--- src/rtl/fp16_pkg.sv ---
// Shared FP16 definitions: field widths, special encodings, unpacked operand
// view, operand classes and the subtractor FSM states.
package fp16_pkg;

  localparam int EXP_W  = 5;
  localparam int FRAC_W = 10;
  localparam int BIAS   = 15;

  localparam logic [15:0] FP16_QNAN = 16'h7E00;
  localparam logic [15:0] FP16_PINF = 16'h7C00;

  typedef struct packed {
    logic              sign;
    logic [EXP_W-1:0]  exp;
    logic [FRAC_W:0]   mant;
  } fp16_unpacked_t;

  typedef enum logic [2:0] {
    FP_ZERO,
    FP_SUB,
    FP_NORM,
    FP_INF,
    FP_NAN
  } fp16_class_t;

  typedef enum logic [2:0] {
    IDLE,
    ALIGN,
    ADD,
    NORM,
    ROUND,
    DONE
  } state_t;

  function automatic logic [15:0] fp16_pack(input logic s,
                                            input logic [EXP_W-1:0] e,
                                            input logic [FRAC_W-1:0] f);
    return {s, e, f};
  endfunction

endpackage

--- src/rtl/fp16_sub_seq_if.sv ---
// Operand/result handshake bundle for the sequential FP16 subtractor.
interface fp16_sub_seq_if;
  import fp16_pkg::*;

  logic                      in_valid;
  logic                      in_ready;
  logic [EXP_W+FRAC_W:0]     a;
  logic [EXP_W+FRAC_W:0]     b;
  logic                      out_valid;
  logic                      out_ready;
  logic [EXP_W+FRAC_W:0]     diff;

  modport master (
    output in_valid, a, b, out_ready,
    input  in_ready, out_valid, diff
  );

  modport slave (
    input  in_valid, a, b, out_ready,
    output in_ready, out_valid, diff
  );

endinterface

--- src/rtl/fp16_unpack.sv ---
// Combinational FP16 unpacker: classifies the operand and builds the 11-bit
// mantissa with subnormals mapped onto exponent 1.
module fp16_unpack
  import fp16_pkg::*;
(
  input  logic [15:0]     x,
  output fp16_unpacked_t  u,
  output fp16_class_t     cls
);

  always_comb begin
    u.sign = x[15];
    if (x[14:10] == 5'd0) begin
      u.exp  = 5'd1;
      u.mant = {1'b0, x[9:0]};
      cls    = (x[9:0] == 10'd0) ? FP_ZERO : FP_SUB;
    end else begin
      u.exp  = x[14:10];
      u.mant = {1'b1, x[9:0]};
      if (x[14:10] == 5'h1F) begin
        cls = (x[9:0] == 10'd0) ? FP_INF : FP_NAN;
      end else begin
        cls = FP_NORM;
      end
    end
  end

endmodule

--- src/rtl/fp16_sub_seq.sv ---
// Multi-cycle FP16 subtractor diff = a - b with one-bit-per-cycle normalisation.
// Define FP16_SUB_RNE_EN for guard/round/sticky bits and round-to-nearest-even.
module fp16_sub_seq
  import fp16_pkg::*;
#(
  parameter int MAX_NORM_SHIFTS = 11
)
(
  input  logic          clk,
  input  logic          rst_n,
  fp16_sub_seq_if.slave bus
);

`ifdef FP16_SUB_RNE_EN
  localparam int XB = 3;
`else
  localparam int XB = 0;
`endif
  localparam int MW = FRAC_W + 1 + XB;
  localparam int CW = $clog2(MAX_NORM_SHIFTS + 1);

  state_t            state_reg, state_next;
  logic [15:0]       a_reg, a_next;
  logic [15:0]       b_reg, b_next;
  logic [MW-1:0]     mant_a_reg, mant_a_next;
  logic [MW-1:0]     mant_b_reg, mant_b_next;
  logic [MW-1:0]     mant_reg, mant_next;
  logic [EXP_W-1:0]  exp_reg, exp_next;
  logic              sign_reg, sign_next;
  logic              tie_sign_reg, tie_sign_next;
  logic              special_reg, special_next;
  logic [15:0]       res_reg, res_next;
  logic [15:0]       diff_reg, diff_next;
  logic [CW-1:0]     shift_cnt_reg, shift_cnt_next;

  fp16_unpacked_t    ua, ub;
  fp16_class_t       cls_a, cls_b;
  logic [MW-1:0]     ext_a, ext_b;
  logic [MW:0]       sum;
  logic              rsign;
  logic [15:0]       packed_res;
`ifdef FP16_SUB_RNE_EN
  logic              round_up;
`endif

  // b_reg already carries the flipped sign, so both unpackers see a + (-b).
  fp16_unpack u_unpack_a (.x(a_reg), .u(ua), .cls(cls_a));
  fp16_unpack u_unpack_b (.x(b_reg), .u(ub), .cls(cls_b));

  assign ext_a = MW'(ua.mant) << XB;
  assign ext_b = MW'(ub.mant) << XB;

  function automatic logic [MW-1:0] align_shift(input logic [MW-1:0] m,
                                                input logic [EXP_W-1:0] d);
`ifdef FP16_SUB_RNE_EN
    logic [2*MW-1:0] wide;
    if (d >= 5'(MW)) return {{(MW-1){1'b0}}, |m};
    wide = {m, {MW{1'b0}}} >> d;
    return {wide[2*MW-1:MW+1], wide[MW] | (|wide[MW-1:0])};
`else
    if (d >= 5'd12) return '0;
    return m >> d;
`endif
  endfunction

  always_comb begin
    state_next     = state_reg;
    a_next         = a_reg;
    b_next         = b_reg;
    mant_a_next    = mant_a_reg;
    mant_b_next    = mant_b_reg;
    mant_next      = mant_reg;
    exp_next       = exp_reg;
    sign_next      = sign_reg;
    tie_sign_next  = tie_sign_reg;
    special_next   = special_reg;
    res_next       = res_reg;
    diff_next      = diff_reg;
    shift_cnt_next = shift_cnt_reg;
    sum            = '0;
    rsign          = 1'b0;
    packed_res     = fp16_pack(sign_reg, mant_reg[MW-1] ? exp_reg : 5'd0,
                               mant_reg[MW-2 -: FRAC_W]);
`ifdef FP16_SUB_RNE_EN
    round_up       = 1'b0;
`endif

    unique case (state_reg)
      IDLE: begin
        if (bus.in_valid) begin
          a_next     = bus.a;
          b_next     = {~bus.b[15], bus.b[14:0]};
          state_next = ALIGN;
        end
      end

      ALIGN: begin
        special_next  = 1'b1;
        tie_sign_next = (ub.exp > ua.exp) ? ub.sign : ua.sign;
        if (cls_a == FP_NAN || cls_b == FP_NAN ||
            (cls_a == FP_INF && cls_b == FP_INF && ua.sign != ub.sign)) begin
          res_next = FP16_QNAN;
        end else if (cls_a == FP_INF) begin
          res_next = {ua.sign, FP16_PINF[14:0]};
        end else if (cls_b == FP_INF) begin
          res_next = {ub.sign, FP16_PINF[14:0]};
        end else begin
          special_next = 1'b0;
          if (ua.exp >= ub.exp) begin
            exp_next    = ua.exp;
            mant_a_next = ext_a;
            mant_b_next = align_shift(ext_b, ua.exp - ub.exp);
          end else begin
            exp_next    = ub.exp;
            mant_a_next = align_shift(ext_a, ub.exp - ua.exp);
            mant_b_next = ext_b;
          end
        end
        // Specials also pass through ADD so every early exit has equal latency.
        state_next = ADD;
      end

      ADD: begin
        shift_cnt_next = '0;
        if (special_reg) begin
          diff_next  = res_reg;
          state_next = DONE;
        end else begin
          if (a_reg[15] == b_reg[15]) begin
            sum   = {1'b0, mant_a_reg} + {1'b0, mant_b_reg};
            rsign = a_reg[15];
          end else if (mant_a_reg > mant_b_reg) begin
            sum   = {1'b0, mant_a_reg} - {1'b0, mant_b_reg};
            rsign = a_reg[15];
          end else if (mant_b_reg > mant_a_reg) begin
            sum   = {1'b0, mant_b_reg} - {1'b0, mant_a_reg};
            rsign = b_reg[15];
          end else begin
            rsign = tie_sign_reg;
          end
          sign_next = rsign;

          if (sum == '0) begin
            diff_next  = (a_reg[15] & b_reg[15]) ? 16'h8000 : 16'h0000;
            state_next = DONE;
          end else if (sum[MW]) begin
            if (exp_reg == 5'd30) begin
              diff_next  = {rsign, FP16_PINF[14:0]};
              state_next = DONE;
            end else begin
`ifdef FP16_SUB_RNE_EN
              mant_next = {sum[MW:2], sum[1] | sum[0]};
`else
              mant_next = sum[MW:1];
`endif
              exp_next   = exp_reg + 5'd1;
              state_next = NORM;
            end
          end else begin
            mant_next  = sum[MW-1:0];
            state_next = NORM;
          end
        end
      end

      NORM: begin
        if (mant_reg[MW-1] || exp_reg <= 5'd1) begin
`ifdef FP16_SUB_RNE_EN
          res_next   = packed_res;
          state_next = ROUND;
`else
          diff_next  = packed_res;
          state_next = DONE;
`endif
        end else begin
          mant_next      = mant_reg << 1;
          exp_next       = exp_reg - 5'd1;
          shift_cnt_next = shift_cnt_reg + CW'(1);
        end
      end

`ifdef FP16_SUB_RNE_EN
      ROUND: begin
        // Incrementing the packed encoding carries frac overflow into exp, up to inf.
        round_up   = mant_reg[2] & (mant_reg[1] | mant_reg[0] | res_reg[0]);
        diff_next  = {res_reg[15], res_reg[14:0] + {14'd0, round_up}};
        state_next = DONE;
      end
`endif

      DONE: begin
        if (bus.out_ready) state_next = IDLE;
      end

      default: state_next = IDLE;
    endcase
  end

  always_ff @(posedge clk or negedge rst_n) begin
    if (!rst_n) begin
      state_reg     <= IDLE;
      a_reg         <= '0;
      b_reg         <= '0;
      mant_a_reg    <= '0;
      mant_b_reg    <= '0;
      mant_reg      <= '0;
      exp_reg       <= '0;
      sign_reg      <= 1'b0;
      tie_sign_reg  <= 1'b0;
      special_reg   <= 1'b0;
      res_reg       <= '0;
      diff_reg      <= '0;
      shift_cnt_reg <= '0;
    end else begin
      state_reg     <= state_next;
      a_reg         <= a_next;
      b_reg         <= b_next;
      mant_a_reg    <= mant_a_next;
      mant_b_reg    <= mant_b_next;
      mant_reg      <= mant_next;
      exp_reg       <= exp_next;
      sign_reg      <= sign_next;
      tie_sign_reg  <= tie_sign_next;
      special_reg   <= special_next;
      res_reg       <= res_next;
      diff_reg      <= diff_next;
      shift_cnt_reg <= shift_cnt_next;
    end
  end

  assign bus.in_ready  = (state_reg == IDLE);
  assign bus.out_valid = (state_reg == DONE);
  assign bus.diff      = diff_reg;

  assert property (@(posedge clk) disable iff (!rst_n)
                   shift_cnt_reg <= CW'(MAX_NORM_SHIFTS));

endmodule

--- src/flat_wrapper.sv ---
// flat-port wrapper written by rule: the top's interface ports become plain ports
module fp16_sub_seq_flat import fp16_pkg::*;
#(
  parameter int MAX_NORM_SHIFTS = 11
)
  (clk, rst_n, bus_in_valid, bus_a, bus_b, bus_out_ready, bus_in_ready, bus_out_valid, bus_diff);
  fp16_sub_seq_if bus_i ();
  input  logic clk;
  input  logic rst_n;
  input wire logic [$bits(bus_i.in_valid)-1:0] bus_in_valid;
  input wire logic [$bits(bus_i.a)-1:0] bus_a;
  input wire logic [$bits(bus_i.b)-1:0] bus_b;
  input wire logic [$bits(bus_i.out_ready)-1:0] bus_out_ready;
  output wire logic [$bits(bus_i.in_ready)-1:0] bus_in_ready;
  output wire logic [$bits(bus_i.out_valid)-1:0] bus_out_valid;
  output wire logic [$bits(bus_i.diff)-1:0] bus_diff;
  assign bus_i.in_valid = bus_in_valid;
  assign bus_i.a = bus_a;
  assign bus_i.b = bus_b;
  assign bus_i.out_ready = bus_out_ready;
  assign bus_in_ready = bus_i.in_ready;
  assign bus_out_valid = bus_i.out_valid;
  assign bus_diff = bus_i.diff;
  fp16_sub_seq #(.MAX_NORM_SHIFTS(MAX_NORM_SHIFTS)) u_core (.clk(clk), .rst_n(rst_n), .bus(bus_i));
endmodule
--- config.mk ---
export PLATFORM = sky130hd
export DESIGN_NAME = fp16_sub_seq_flat
export DESIGN_NICKNAME = d
export VERILOG_FILES = /design/src/rtl/fp16_pkg.sv /design/src/rtl/fp16_sub_seq_if.sv /design/src/rtl/fp16_unpack.sv /design/src/rtl/fp16_sub_seq.sv /design/src/flat_wrapper.sv
export SDC_FILE = /design/constraint.sdc
export NUM_CORES = 1
export LEC_CHECK = 0
export ABC_CLOCK_PERIOD_IN_PS = 6830
export CORE_MARGIN = 2
export CORE_UTILIZATION = 51
export DETAILED_ROUTE_END_ITERATION = 10
export GPL_ROUTABILITY_DRIVEN = 1
export HOLD_SLACK_MARGIN = 0.06
export PLACE_DENSITY = 0.81
export SLEW_MARGIN = 20
export SYNTH_ARGS = -nofsm -noshare
export SYNTH_HDL_FRONTEND = slang
export SYNTH_SLANG_ARGS = --single-unit
export TNS_END_PERCENT = 50
--- constraint.sdc ---
create_clock -name clk -period 6.83 [get_ports clk]
set_input_delay 2.049 -clock clk [delete_from_list [all_inputs] [get_ports clk]]
set_output_delay 2.049 -clock clk [all_outputs]
set_load 0.02 [all_outputs]
==> impl_metrics.toml, run 1 <==
[global_routing]
grt_pass1_wl_um = 31710
antenna_found_initial = 0
grt_max_degree = 55
grt_overflow = 0
grtUsageTotal_pct = 24.54
grt_pass1_vias = 6464

[placed_design]
gp_congestion = 0.9455
hpwl_um = 13820
port_buffers = 53

[logic_synthesis]
syn_area_sq_mm = 0.007542
synth-xor-area-share_pct = 2.439
synth_flop_cell = "dfrtp_1"
synth_area_leaders = "dfrtp_1, ha_1, nand2_1"
synthCells = 903
synth_compound_area_share_pct = 22.36
ys_seq_elements = 95
synth_top_family_by_area = "compound AO/OA/AOI/OAI gates"
synth_top_area_share_pct = 31.52
synth_adder_area_share_pct = 9.290
ys_warn_count = 0
yosys.area.top_type = "dfrtp_1"
synth_nets = 992
synthSimpleGateAreaFrac_pct = 17.57
synthArstFlopShare_pct = 100.0
yosysSeqAreaShare_pct = 31.52
syn_area_per_cell_sq_um = 8.352
ys_types = 68
muxShareOfSynthArea_pct = 10.19
synth-edff-count = 0

[layout]
antenna_cells = 0
layout-drive-gt1-share_pct = 6.941
area_growth_pct = 11.98
nets = 1006

[cts]
cts-resized-gates = 0
cts_root_buf = "clkbuf_16"
clockBufferDepth = 2
numCtsBuffers = 9
cts_hold_buf = 0
clkLatencyLatePin_ps = 370
cts_setup_buffers = 0
cts_sinks = 95
cts_tree = "yes"
path_clk_slew_ps = 70
h-tree-depth = 3

[critical_path]
cp_max_fo = 14
r2r_start = "u_core.mant_b_reg[7]$_DFFE_PN0P_"
cp.required_ps = 7080
start_kind = "flop"
slowest_stage = "or4_1"
critical_path.startpoint = "u_core.mant_b_reg[7]$_DFFE_PN0P_"
max_stage_delay_ps = 580
criticalPathCategory = "reg -> reg"
crit_chain = "inv_1 -> ha_1 -> a21oi_1 -> o21ai_1 -> a211oi_2 -> nor2_1 -> a211o_1 -> or3_1 -> or4_1 -> or3_4 -> a32oi_2 -> mux2_2"
cp.buffers_inverters = 1
cp_data_arrival_time_ps = 5090
end_kind = "flop"
cp_top_family = "compound AO/OA/AOI/OAI gates"

[route]
drt_iter0_markers = 448
firstDrtPassIters = 5
post_drt_wl_per_cell_um = 16.89
via_count = 6717
drcViolationCount = 0
drt-total-wl_um = 18680
ant_nets = 0
viasPerCell = 6.073

[timing]
finClkSkew_ps = 7.018
relSlewSlack_pct = 30.34
fin_setup_tns_ps = 0
finalCriticalPeriod_ps = 4845
rsz0062_at_grt = "no"
tightest_slew_ps = 1041
setup_viol = 0
fmax_mhz = 206.4
final-hold-violation-count = 0
maxSlewViolCount = 0
fin_crit_sh_pct = 70.93

[floorplan]
io_pins = 54
die_h_um = 125.6
dieArea_sq_mm = 0.01578
initial_core_util_pct = 52.09
core_area_sq_mm = 0.01448
rows = 44
die_x_um = 125.6

[flow_run]
drv_cap = 0

[min_path]
worstHoldStart = "u_core.res_reg[14]$_DFFE_PN0P_"
min_path_type = "reg -> reg"

[status]
run_status = "finished, final reports clean"
## cells by family (layout without fill, tap and decap cells)
family,after synthesis,in the layout
AO/OA/AOI/OAI,252,252
XOR/XNOR,21,21
adder cells (fa/ha/maj),53,53
buffers and inverters,128,147
flip-flops,95,95
multiplexers,71,71
AND/OR/NAND/NOR,283,283
## area by class of cell
cell class,instances,area (sq um)
clock buffers,10,239.0
well taps,184,230.2
inverters,72,270.3
flip-flops and latches,95,2377
repair buffers,59,573.1
multi-input cells,680,4664
fillers,1311,6033
clock inverters,6,91.34
## final timing paths
path	endpoint	slack (ps)	depth (start not counted)
setup / recovery	u_core.mant_reg[5]$_DFFE_PN0P_	1990	12
hold / removal	u_core.res_reg[14]$_DFFE_PN0P_	490	1
setup reg to reg	u_core.mant_reg[5]$_DFFE_PN0P_	1990	12
hold reg to reg	u_core.res_reg[14]$_DFFE_PN0P_	490	1
max in group asynchronous	u_core.mant_a_reg[2]$_DFFE_PN0P_	4060	2
min in group asynchronous	u_core.bus.diff[5]$_DFFE_PN0P_	1650	1
## worst reg2reg max path, stage by stage (launching register included)
cell	delay (ps)
dfrtp_1	380
inv_1	80
ha_1	500
a21oi_1	310
o21ai_1	200
a211oi_2	450
nor2_1	80
a211o_1	340
or3_1	370
or4_1	580
or3_4	450
a32oi_2	580
mux2_2	430
## layer usage
layer	global-route usage [%]	wire length (um)	up-vias	share of wire [%]
met5	0	0	-	0
met4	10.78	672	0	3.6
met3	3.526	820	48	4.4
met2	39.46	8668	229	46
met1	33.16	8516	3207	46
li1	-	-	3233	-
## layout by cell type (no fill, tap or decap), types with 11 or more instances in the layout
master	n
a21o_1	11
a21oi_1	63
a221oi_1	18
clkdlybuf4s50_1	52
dfrtp_1	95
ha_1	48
inv_1	72
mux2_2	25
mux2i_1	43
nand2_1	150
nand3_1	26
nor2_1	27
nor2b_1	11
nor3_1	16
o21ai_0	57
o21bai_1	11
xnor2_1	12
## Yosys cell counts, types with 11 or more instances
| master | instances |
|---|---|
| mux2_2 | 25 |
| o21bai_1 | 11 |
| clkbuf_1 | 47 |
| a221oi_1 | 18 |
| o21ai_0 | 57 |
| nand2_1 | 150 |
| inv_1 | 72 |
| mux2i_1 | 43 |
| nand3_1 | 26 |
| dfrtp_1 | 95 |
| xnor2_1 | 12 |
| a21oi_1 | 63 |
| nor2_1 | 27 |
| ha_1 | 48 |
| nor3_1 | 16 |
| nor2b_1 | 11 |
| a21o_1 | 11 |
## metrics by stage
step	setup WS (ps)	area [sq um]	util (%)	hold slack, ps	cells
after floorplan	2725	7542	-	439.4	903
after global placement	2214	8115	56.05	453.1	1090
after detailed placement	2113	8115	56.05	469.2	1090
after CTS	2066	8446	58.33	494.1	1106
after global routing	1753	8446	58.33	527.8	1106
final	1985	8446	58.33	492.5	1106
Power of run 1 is not shown: default switching activity piles up to over one toggle a cycle in this logic, so the estimate is an artifact.
==> run 2: changes to the inputs <==
- ABC_CLOCK_PERIOD_IN_PS: 6830 -> 4300
- PLACE_DENSITY: 0.81 -> 0.84
- clock period: 6.83 -> 4.3 ns (I/O delays scaled with it)
==> impl_metrics.toml, run 2 (synthesis results as in run 1) <==
[status]
run_status = "finished, final reports clean"

[layout]
seq_area_sq_mm = 0.002379
nets = 1040
layout_common_cells = "nand2_1, dfrtp_1, inv_1, a21oi_1, o21ai_0"
multiInputGateArea_sq_mm = 0.004817
area_growth_pct = 17.67
num-fill-cells = 1219
antenna_cells = 0
layout_commonest_cell = "nand2_1"
layout-drive-gt1-share_pct = 12.55

[global_routing]
grt_pass1_wl_um = 32270
grt_max_degree = 42
antenna_found_initial = 0
grtUsageTotal_pct = 24.87
grt_pass1_vias = 6661
grt_overflow = 0

[min_path]
holdPathStages = 1
worstHoldStart = "u_core.res_reg[14]$_DFFE_PN0P_"
min_path_type = "reg -> reg"
hold_end = "u_core.res_reg[14]$_DFFE_PN0P_"

[floorplan]
rows = 44
dieArea_sq_mm = 0.01578
core_area_sq_mm = 0.01448
initial_core_util_pct = 52.09
die_x_um = 125.6
io_pins = 54
die_h_um = 125.6

[critical_path]
criticalPathCategory = "reg -> reg"
cp_data_arrival_time_ps = 4450
r2r_end = "u_core.mant_reg[8]$_DFFE_PN0P_"
cp_max_fo = 9
r2r_start = "u_core.mant_b_reg[2]$_DFFE_PN0P_"
start_kind = "flop"
rr_worst_depth = 13
end_kind = "flop"
cp.required_ps = 4550
regToRegSetupSlack_ps = 110

[timing]
fin_setup_tns_ps = 0
tightest_slew_ps = 817.9
final-hold-violation-count = 0
relSlewSlack_pct = 45.34
maxSlewViolCount = 0
fmax_mhz = 238.5
setup_viol = 0
finalCriticalPeriod_ps = 4194
finClkSkew_ps = 10.08
fin_crit_sh_pct = 97.52

[cts]
cts_hold_buf = 0
path_clk_slew_ps = 70
clockBufferDepth = 2
clkLatencyLatePin_ps = 370
cts_tree = "yes"
cts_root_buf = "clkbuf_16"
h-tree-depth = 3
numCtsBuffers = 9
cts_sinks = 95

[route]
post_drt_wl_per_cell_um = 17.03
drt-total-wl_um = 19410
ant_nets = 0
met1_length_um = 8564
wl_met2_um = 9246
viasPerCell = 6.073
via_count = 6923
routed-wl-met3_um = 1097
firstDrtPassIters = 7
drcViolationCount = 0
dr.max_layer_used = "met4"
drt_iter0_markers = 632

[placed_design]
hpwl_um = 14410
port_buffers = 53
gp_congestion = 0.9571

[flow_run]
drv_cap = 0
## run 2: cell count changes in the layout (fill, tap and decap cells not counted), sizes merged
| cell | change |
|---|---|
| buf | +33 |
| clkinv | +3 |
| clkinvlp | -2 |
| bufinv | -1 |
| clkbuf | +1 |
## run 2: repair_timing
item	in CTS	in global routing
endpoints found under the setup margin	0	19
gates resized for setup	0	29
setup buffers	0	7
## run 2: area by class of cell
type | instances | share of cell area [%]
clock inverter | 6 | 0.7754
tap | 184 | 2.594
inverter | 72 | 3.045
multi-input combinational | 680 | 54.28
clock buffer | 10 | 2.693
timing repair buffer | 93 | 9.812
sequential | 95 | 26.80
## run 2: worst max-delay path by stage
| stage | from | end | slack (ps) | depth (start not counted) |
|---|---|---|---|---|
| floorplan | u_core.mant_b_reg[0]$_DFFE_PN0P_ | u_core.mant_reg[0]$_DFFE_PN0P_ | 190 | 15 |
| global placement | u_core.mant_b_reg[0]$_DFFE_PN0P_ | u_core.mant_reg[8]$_DFFE_PN0P_ | 140 | 15 |
| detailed placement | u_core.mant_a_reg[0]$_DFFE_PN0P_ | u_core.mant_reg[4]$_DFFE_PN0P_ | 60 | 15 |
| CTS | u_core.mant_a_reg[0]$_DFFE_PN0P_ | u_core.mant_reg[4]$_DFFE_PN0P_ | 30 | 15 |
| global route | u_core.mant_b_reg[2]$_DFFE_PN0P_ | u_core.mant_reg[5]$_DFFE_PN0P_ | -50 | 13 |
| finish | u_core.mant_b_reg[2]$_DFFE_PN0P_ | u_core.mant_reg[8]$_DFFE_PN0P_ | 110 | 13 |
## run 2: layer usage
layer,track usage [%],vias to the layer above
met3,4.121,44
li1,-,3290
met1,33.46,3322
met4,8.693,0
met5,0,-
met2,40.86,267
## run 2: metrics by stage
| step | instance area [sq um] | setup WS, ps | cells | util, % | hold slack, ps |
|---|---|---|---|---|---|
| after floorplan | 7542 | 194.8 | 903 | - | 439.4 |
| after global placement | 8335 | 135.1 | 1116 | 57.57 | 453.9 |
| after detailed placement | 8335 | 62.44 | 1116 | 57.57 | 458.1 |
| after CTS | 8643 | 33.91 | 1132 | 59.70 | 480.9 |
| after global routing | 8875 | -51.35 | 1140 | 61.29 | 485.2 |
| final | 8875 | 106.5 | 1140 | 61.29 | 482.8 |
## run 2: critical path: stages, from the launching register on
cell and delay [ps]:
dfrtp_1 370, inv_1 70, ha_2 430, nand4_1 210, o31ai_4 230, nor3b_1 70
o21a_1 200, a211o_1 310, or3_1 370, or4_4 560, or3_4 420, a32oi_4 320
clkbuf_16 210, mux2_2 320
Power of run 2 is left out for the same reason.
==> run 3: changes to the inputs <==
==> constraint.sdc (replaced) <==
create_clock -name clk -period 4.3 [get_ports clk]
set_input_delay 1.29 -clock clk [delete_from_list [all_inputs] [get_ports clk]]
set_output_delay 1.29 -clock clk [all_outputs]
set_load 0.005 [all_outputs]
==> results of run 3 <==
The final DEF is identical to that of run 2; final timing and power are the same.
Power of run 3 is left out for the same reason.
